## src/rtl/gear_edc_ctrl.sv

```systemverilog
// Sequencing controller around a lower-part-approximate GeAr adder: evaluates the
// approximate sum, flags inexact results, optionally corrects them, and keeps saturating stats.
module gear_edc_ctrl #(
    parameter int WIDTH       = 8,
    parameter int APPROX_BITS = 4,
    parameter int CNT_W       = 16
) (
    input  logic             clk,
    input  logic             rst_n,
    input  logic             in_valid,
    output logic             in_ready,
    input  logic [WIDTH-1:0] in_a,
    input  logic [WIDTH-1:0] in_b,
    input  logic             corr_en,
    output logic             out_valid,
    input  logic             out_ready,
    output logic [WIDTH:0]   out_sum,
    output logic             out_err,
    output logic             out_corrected,
    input  logic             clr_cnt,
    output logic [CNT_W-1:0] op_cnt,
    output logic [CNT_W-1:0] err_cnt
);

    localparam int L  = APPROX_BITS;
    localparam int HW = WIDTH - APPROX_BITS;

    localparam logic [1:0] IDLE = 2'd0;
    localparam logic [1:0] EVAL = 2'd1;
    localparam logic [1:0] CORR = 2'd2;
    localparam logic [1:0] DONE = 2'd3;

    localparam logic [CNT_W-1:0] CNT_MAX = '1;

    logic [1:0]       state_reg;
    logic [WIDTH-1:0] a_reg;
    logic [WIDTH-1:0] b_reg;
    logic             corr_en_reg;

    logic [HW:0]      hi_sum;
    logic [L-1:0]     lo_xor;
    logic [WIDTH:0]   approx_sum;
    logic [WIDTH:0]   exact_sum;
    logic             err;
    logic             deliver;

    // Low part carries nothing upward: per-bit XOR only.
    genvar gi;
    generate
        for (gi = 0; gi < L; gi = gi + 1) begin : g_lo
            assign lo_xor[gi] = a_reg[gi] ^ b_reg[gi];
        end
    endgenerate

    assign hi_sum     = {1'b0, a_reg[WIDTH-1:L]} + {1'b0, b_reg[WIDTH-1:L]};
    assign approx_sum = {hi_sum, lo_xor};
    assign exact_sum  = {1'b0, a_reg} + {1'b0, b_reg};
    // Any generated low-part carry is exactly what the approximation drops.
    assign err        = |(a_reg[L-1:0] & b_reg[L-1:0]);

    assign in_ready  = (state_reg == IDLE);
    assign out_valid = (state_reg == DONE);
    assign deliver   = (state_reg == DONE) && out_ready;

    always_ff @(posedge clk or negedge rst_n) begin
        if (!rst_n) begin
            state_reg     <= IDLE;
            a_reg         <= '0;
            b_reg         <= '0;
            corr_en_reg   <= 1'b0;
            out_sum       <= '0;
            out_err       <= 1'b0;
            out_corrected <= 1'b0;
        end else begin
            case (state_reg)
                IDLE: begin
                    if (in_valid) begin
                        a_reg       <= in_a;
                        b_reg       <= in_b;
                        corr_en_reg <= corr_en;
                        state_reg   <= EVAL;
                    end
                end
                EVAL: begin
                    out_err <= err;
                    if (err && corr_en_reg) begin
                        state_reg <= CORR;
                    end else begin
                        out_sum       <= approx_sum;
                        out_corrected <= 1'b0;
                        state_reg     <= DONE;
                    end
                end
                CORR: begin
                    out_sum       <= exact_sum;
                    out_corrected <= 1'b1;
                    state_reg     <= DONE;
                end
                default: begin
                    if (out_ready) begin
                        state_reg <= IDLE;
                    end
                end
            endcase
        end
    end

    // Clear takes priority over a same-cycle delivery.
    always_ff @(posedge clk or negedge rst_n) begin
        if (!rst_n) begin
            op_cnt  <= '0;
            err_cnt <= '0;
        end else if (clr_cnt) begin
            op_cnt  <= '0;
            err_cnt <= '0;
        end else if (deliver) begin
            if (op_cnt != CNT_MAX) begin
                op_cnt <= op_cnt + 1'b1;
            end
            if (out_err && (err_cnt != CNT_MAX)) begin
                err_cnt <= err_cnt + 1'b1;
            end
        end
    end

endmodule

```

## config.mk

```make
export PLATFORM = sky130hd
export DESIGN_NAME = gear_edc_ctrl
export DESIGN_NICKNAME = d
export VERILOG_FILES = /design/src/rtl/gear_edc_ctrl.sv
export SDC_FILE = /design/constraint.sdc
export NUM_CORES = 1
export LEC_CHECK = 0
export ABC_CLOCK_PERIOD_IN_PS = 3200
export CORE_ASPECT_RATIO = 1.2
export CORE_MARGIN = 4
export CORE_UTILIZATION = 34
export CTS_CLUSTER_DIAMETER = 100
export DETAILED_ROUTE_END_ITERATION = 6
export GPL_TIMING_DRIVEN = 1
export PLACE_DENSITY = 0.63
export SETUP_SLACK_MARGIN = 0.1
export SKIP_CTS_REPAIR_TIMING = 1
export SLEW_MARGIN = 40
export SYNTH_ARGS = -nofsm -noshare
export SYNTH_HDL_FRONTEND = slang
export SYNTH_SLANG_ARGS = --single-unit
```

## constraint.sdc

```tcl
create_clock -name clk -period 3.2 [get_ports clk]
set_input_delay 0.32 -clock clk [delete_from_list [all_inputs] [get_ports clk]]
set_output_delay 0.32 -clock clk [all_outputs]
set_load 0.02 [all_outputs]
```

==> summary.txt, run 1 <==
Global routing
  • GR Overflow Total: 0
  • Largest net degree at the start of global routing: 47
  • Vias in the first global route: 2,587
  • GR Util All Layers: 13.3%
  • Global-route wire length before repair: 12,400 um
  • Initial antenna violation count: 0

Floorplan
  • I/O pin count: 67
  • Die Ht: 117 um
  • Initial Util: 35.1%
  • Row cnt: 39
  • Core Box Area: 9610 um^2
  • Die area: 11,600 um^2
  • Chip width: 98.9 um

Logic synthesis
  • Synth Area in Simple Gates: 20.4%
  • Distinct cells, synth: 49
  • Primary FF master, synth: dfrtp_1
  • Largest cells by area after synthesis: dfrtp_1 46%, mux2_2 6.3%, ha_1 5.2%
  • Post-Synth Adder-Cell Area: 6.38%
  • Post-Syn Instances: 319
  • Synth warnings: 0
  • Synth Area in Compound Gates: 8.97%
  • XOR/XNOR Fraction of Synth Area: 7.53%
  • Most instantiated cells after synthesis: 62 x dfrtp_1, 37 x nor2_1, 24 x nand2_1, 19 x mux2_2, 15 x xnor2_1
  • Dominant cell type by area after synthesis: dfrtp_1
  • FF+latch count, synth: 62
  • Avg Cell Area, Syn: 10.6 um^2
  • Async SR Flop Fraction: 100%
  • Synthesized Nets: 357
  • Largest family of logic cells by synthesized area: simple AND/OR/NAND/NOR gates
  • Seq/Total Area, Yosys: 46.0%
  • Synth top area share: 46.0%
  • Post-synth EDFFs: 0
  • Synthesized cell area: 3370 um^2
  • Count leader, synth: dfrtp_1
  • Fraction of synthesized area in multiplexers: 7.97%

Setup path
  • R2R setup slack: 1.11 ns
  • R2r endpoint: out_sum[5]
  • CP Capture Point: in_ready
  • Critical Path RT: 2.88 ns
  • Reg2Reg Depth: 6
  • Critical path origin: state_reg[0]
  • Worst r2r src: a_reg[0]
  • Nature of the critical path endpoint: primary output
  • Maximum net fanout on the critical path: 6
  • CP Launch Type: register
  • Crit Path Class: reg2out
  • Worst EP arrival: 1.78 ns

STA
  • Setup violators final: 0
  • Worst slew pin tran: 0.746 ns
  • Slew margin rel.: 50.2%
  • Final Critical Period: 2.10 ns
  • Hold_ws: 0.0156 ns
  • F_max: 475 MHz
  • RSZ-0062 raised after global routing: false
  • Slew Viols, Final: 0
  • Endpoints failing hold: 0
  • Total Neg Setup Slack: 0 ns
  • Final period utilization: 65.8%
  • Clock Skew: 0.0101 ns

Clocking
  • H-tree depth: 3
  • CTS Sinks: 62
  • Clk_lat worst skew: 0.32 ns
  • CTS Buf Count: 9
  • Worst-path clk slew: 0.05 ns
  • CTS max path bufs: 2
  • Root Driver: clkbuf_16
  • CTS tree: done

Drt
  • Post-route ant nets: 0
  • Via/cell ratio: 5.05
  • DRC: 0
  • Wire per inst: 14.4 um
  • DRT Wirelength: 7440 um
  • DRT Pass-1 Iters: 4
  • Vias: 2,610
  • Drt initial violations: 80

Placement
  • IO buf count: 66
  • Final Wtd Congestion: 0.799
  • Final HPWL DP: 5490 um

Power
  • Tot Pwr: 3.68 mW
  • Max IR drop VDD: 0.466 mV
  • Lkg Pwr: 1.89 nW
  • Cell area power density: 821 nW/um^2

Min path
  • Hold WC Path Type: in2async

Final layout
  • Area Overhead vs Synth: 32.7%
  • N_diodes: 0
  • # fillers: 910
  • Leading registers by flop count: err_cnt: 16 flops, op_cnt: 16 flops, out_sum: 9 flops
  • Layout net count: 427
  • Share of post-route cells with drive strength above 1: 13.2%

Run status
  • Status: finished clean

Job
  • Maxcap violations: 0
[final cells by class]
| class | instances | area, um^2 | area share, % |
|---|---|---|---|
| multi-input cells | 236 | 1730 | 38.7 |
| flip-flops and latches | 62 | 1550 | 34.6 |
| repair buffers | 69 | 681 | 15.2 |
| clock buffers | 12 | 246 | 5.50 |
| well taps | 123 | 154 | 3.44 |
| clock inverters | 4 | 70.1 | 1.56 |
| inverters | 11 | 41.3 | 0.922 |
[cells by family after synthesis]
logic type,after synthesis
XOR/XNOR,29
adder cells (fa/ha/maj),16
buffers and inverters,21
multiplexers,24
AND/OR/NAND/NOR,121
AO/OA/AOI/OAI,46
flip-flops,62
[per-stage QoR]
| step | utilization, % | area, um^2 | setup WS (ns) | instances |
|---|---|---|---|---|
| 3_3_place_gp | 43.2 | 4160 | 0.845 | 501 |
| 5_1_grt | 46.6 | 4480 | 0.954 | 517 |
| 2_1_floorplan | - | 3370 | 1.31 | 319 |
| 3_5_place_dp | 43.3 | 4160 | 0.838 | 501 |
| 4_1_cts | 46.5 | 4470 | 1.08 | 517 |
| 6_report | 46.6 | 4480 | 1.10 | 517 |
[worst min path at each step]
stage | to | cells after the start
after floorplan | a_reg[0] | 0
after global placement | out_sum[3] | 2
after detailed placement | out_sum[0] | 1
after CTS | b_reg[0] | 1
after global routing | a_reg[0] | 1
final | b_reg[0] | 1
[layer usage]
| layer | vias to the layer above | global-route usage, % | wire length (um) |
|---|---|---|---|
| li1 | 1284 | - | - |
| met2 | 62 | 22.0 | 3550 |
| met3 | 9 | 3.97 | 378 |
| met5 | - | 0 | 0 |
| met1 | 1255 | 17.2 | 3420 |
| met4 | 0 | 3.55 | 86 |
[cells in the final DEF, fill, tap and decap left out, types with 3 or more instances in the layout]
master / n
buf_4: 4
nand3_1: 11
nand4_1: 8
o21ai_0: 12
inv_1: 11
nor4_4: 3
clkdlybuf4s50_1: 65
nand2b_1: 4
mux2_2: 19
o31ai_1: 3
nor2_1: 37
mux2i_1: 4
nor4_1: 4
nor3_1: 8
nand2_1: 24
xor2_1: 14
ha_1: 14
and4_1: 4
clkbuf_16: 9
and3_1: 4
a21oi_1: 13
xnor2_1: 15
dfrtp_1: 62
[where the power goes]
| group | internal [mW] | switching, mW | total (mW) | leakage [nW] |
|---|---|---|---|---|
| sequential | 1.00 | 0.154 | 1.15 | 0.801 |
| clock | 0.700 | 0.332 | 1.03 | 0.157 |
| combinational | 0.694 | 0.797 | 1.49 | 0.936 |
| total | 2.40 | 1.28 | 3.68 | 1.89 |
[worst max-delay path, stage by stage (launching register included)]
cell and delay, ns:
dfrtp_1 0.41, inv_1 0.09, ha_1 0.30, clkdlybuf4s50_1 0.66
Note: power is estimated with default switching activity, not from simulation.
==> run 2, diff against run 1 <==
--- a/config.mk
+++ b/config.mk
@@ -5,14 +5,14 @@
 export SDC_FILE = /design/constraint.sdc
 export NUM_CORES = 1
 export LEC_CHECK = 0
-export ABC_CLOCK_PERIOD_IN_PS = 3200
+export ABC_CLOCK_PERIOD_IN_PS = 1800
 export CORE_ASPECT_RATIO = 1.2
 export CORE_MARGIN = 4
 export CORE_UTILIZATION = 34
 export CTS_CLUSTER_DIAMETER = 100
 export DETAILED_ROUTE_END_ITERATION = 6
 export GPL_TIMING_DRIVEN = 1
-export PLACE_DENSITY = 0.63
+export PLACE_DENSITY = 0.65
 export SETUP_SLACK_MARGIN = 0.1
 export SKIP_CTS_REPAIR_TIMING = 1
 export SLEW_MARGIN = 40
==> constraint.sdc (replaced) <==
create_clock -name clk -period 1.8 [get_ports clk]
set_input_delay 0.18 -clock clk [delete_from_list [all_inputs] [get_ports clk]]
set_output_delay 0.18 -clock clk [all_outputs]
set_load 0.02 [all_outputs]
==> run 2 against run 1 <==
Against the previous run: via count rose by 10%; cell area rose by 15%; register-to-register slack got worse by 1.2 ns; total power rose by 100%; the run now ends with setup timing left; sequential share of layout area fell by 4.3 points; first-iteration DRC count rose by 25%; largest cell class unchanged; count of clock-buffer cells in the layout fell by 1; sequential cell count did not move; clock power rose by 72%; utilization rose by 6.9 points; critical path type is now reg2reg; global-route usage rose by 1.2 points.
==> summary.txt, run 2 (synthesis results as in run 1) <==
Run status
  • Status: complete, but fails checks
  • Failing checks: setup timing

Drt
  • Via/cell ratio: 5.11
  • DRT Pass-1 Iters: 4
  • Drt initial violations: 100
  • Post-route ant nets: 0
  • Wire per inst: 15.2 um
  • DRT Wirelength: 8530 um
  • Vias: 2,870
  • DRC: 0

Setup path
  • Worst EP arrival: 2.11 ns
  • Crit-path slowest cell: fa_2
  • CP Launch Type: register
  • Critical-path cell list: ha_2, inv_2, fa_2, inv_2, a21oi_2, o31ai_2, buf_4, a21oi_2, o31ai_1
  • Crit Path Class: reg2reg
  • CP peak stage delay: 0.36 ns
  • Nature of the critical path endpoint: register
  • Critical Path RT: 2.03 ns
  • Maximum net fanout on the critical path: 2

Placement
  • IO buf count: 66
  • Pre-CTS setup slack: -0.101 ns
  • DP Area: 4450 um^2
  • Final Wtd Congestion: 0.871
  • Final HPWL DP: 6020 um

Global routing
  • GR Overflow Total: 0
  • Global-route wire length before repair: 13,400 um
  • Initial antenna violation count: 0
  • Largest net degree at the start of global routing: 34
  • Vias in the first global route: 2,839
  • GR Util All Layers: 14.5%

Clocking
  • Worst-path clk slew: 0.05 ns
  • H-tree depth: 3
  • CTS Sinks: 62
  • CTS max path bufs: 2
  • CTS tree: done
  • Root Driver: clkbuf_16
  • Clk_lat worst skew: 0.33 ns
  • CTS Buf Count: 9

Floorplan
  • Core Box Area: 9610 um^2
  • I/O pin count: 67
  • Die area: 11,600 um^2
  • Chip width: 98.9 um
  • Die Ht: 117 um
  • Row cnt: 39
  • Initial Util: 35.1%

Final layout
  • Share of post-route cells with drive strength above 1: 31.9%
  • Layout net count: 472
  • Area Overhead vs Synth: 52.3%
  • Area of the multi-input gates: 2010 um^2
  • Finished Core Util: 53.5%
  • N_diodes: 0
  • # fillers: 815
  • Final instance area: 5140 um^2
  • Reg area: 1560 um^2
  • Leading registers by flop count: err_cnt: 16 flops, op_cnt: 16 flops, out_sum: 9 flops
  • Leading cell type in the layout, fill and taps excluded: clkdlybuf4s50_1
  • Most frequent cells in the layout: 61 x clkdlybuf4s50_1, 56 x dfrtp_1, 39 x buf_4, 36 x nor2_1, 21 x nand2_1

STA
  • Slew margin rel.: 73.6%
  • RSZ-0062 raised after global routing: true
  • Total Neg Setup Slack: -0.0732 ns
  • Final Critical Period: 1.87 ns
  • Worst slew pin tran: 0.394 ns
  • Final worst slack: -0.0732 ns
  • Endpoints failing hold: 0
  • Final period utilization: 104%
  • F_max: 534 MHz
  • Clock Skew: 0.00770 ns
  • Hold_ws: 0.256 ns
  • Slew Viols, Final: 0
  • Setup violators final: 1

Power
  • Max IR drop VDD: 0.914 mV
  • Lkg Pwr: 2.18 nW
  • Cell area power density: 1430 nW/um^2

Min path
  • Hold WC Path Type: in2async

Job
  • Maxcap violations: 0
-- run 2: worst paths after layout --
check                           start    endpoint  slack [ns]  depth (start not counted)
setup / recovery             a_reg[0]  out_sum[8]       -0.07                          9
hold / removal                  rst_n    b_reg[7]        0.26                          2
setup reg to reg             a_reg[0]  out_sum[8]       -0.07                          9
hold reg to reg            out_sum[4]  out_sum[4]        0.49                          2
max in group asynchronous       rst_n   op_cnt[3]        0.91                          3
min in group clk              in_a[6]    a_reg[6]        0.46                          2
-- run 2: metrics by stage --
stage / cells / total power [mW]
floorplan: 319 / 3.94
global placement: 535 / 5.08
detailed placement: 535 / 5.16
CTS: 551 / 6.96
global route: 562 / 7.85
finish: 562 / 7.35
-- run 2: power breakdown --
group | switching (mW) | leakage, nW | internal, mW
Combinational | 1.68 | 1.24 | 1.79
Sequential | 0.310 | 0.792 | 1.79
Clock | 0.629 | 0.144 | 1.14
-- run 2: metal layers --
layer  share of wire [%]  up-vias  track usage, %  wire length, um
li1                    -     1374               -                -
met1                  41     1408            16.8             3510
met2                  52       76            25.3             4430
met3                 5.1       12            4.39              435
met4                 1.8        0            5.83              155
met5                   0        -               0                0
-- run 2: final cells by class --
class	instances	share of cell area (%)
flip-flops and latches	62	30.3
repair buffers	114	20.8
well taps	123	2.99
clock buffers	11	4.92
clock inverters	5	1.12
multi-input cells	236	39.1
inverters	11	0.803
-- run 2: critical path, delay by kind of cell (launching register included) --
family | cells | cell delay, ns
compound gates | 4 | 0.60
fa+ha+maj | 2 | 0.55
flops | 1 | 0.35
buf+inv | 3 | 0.27
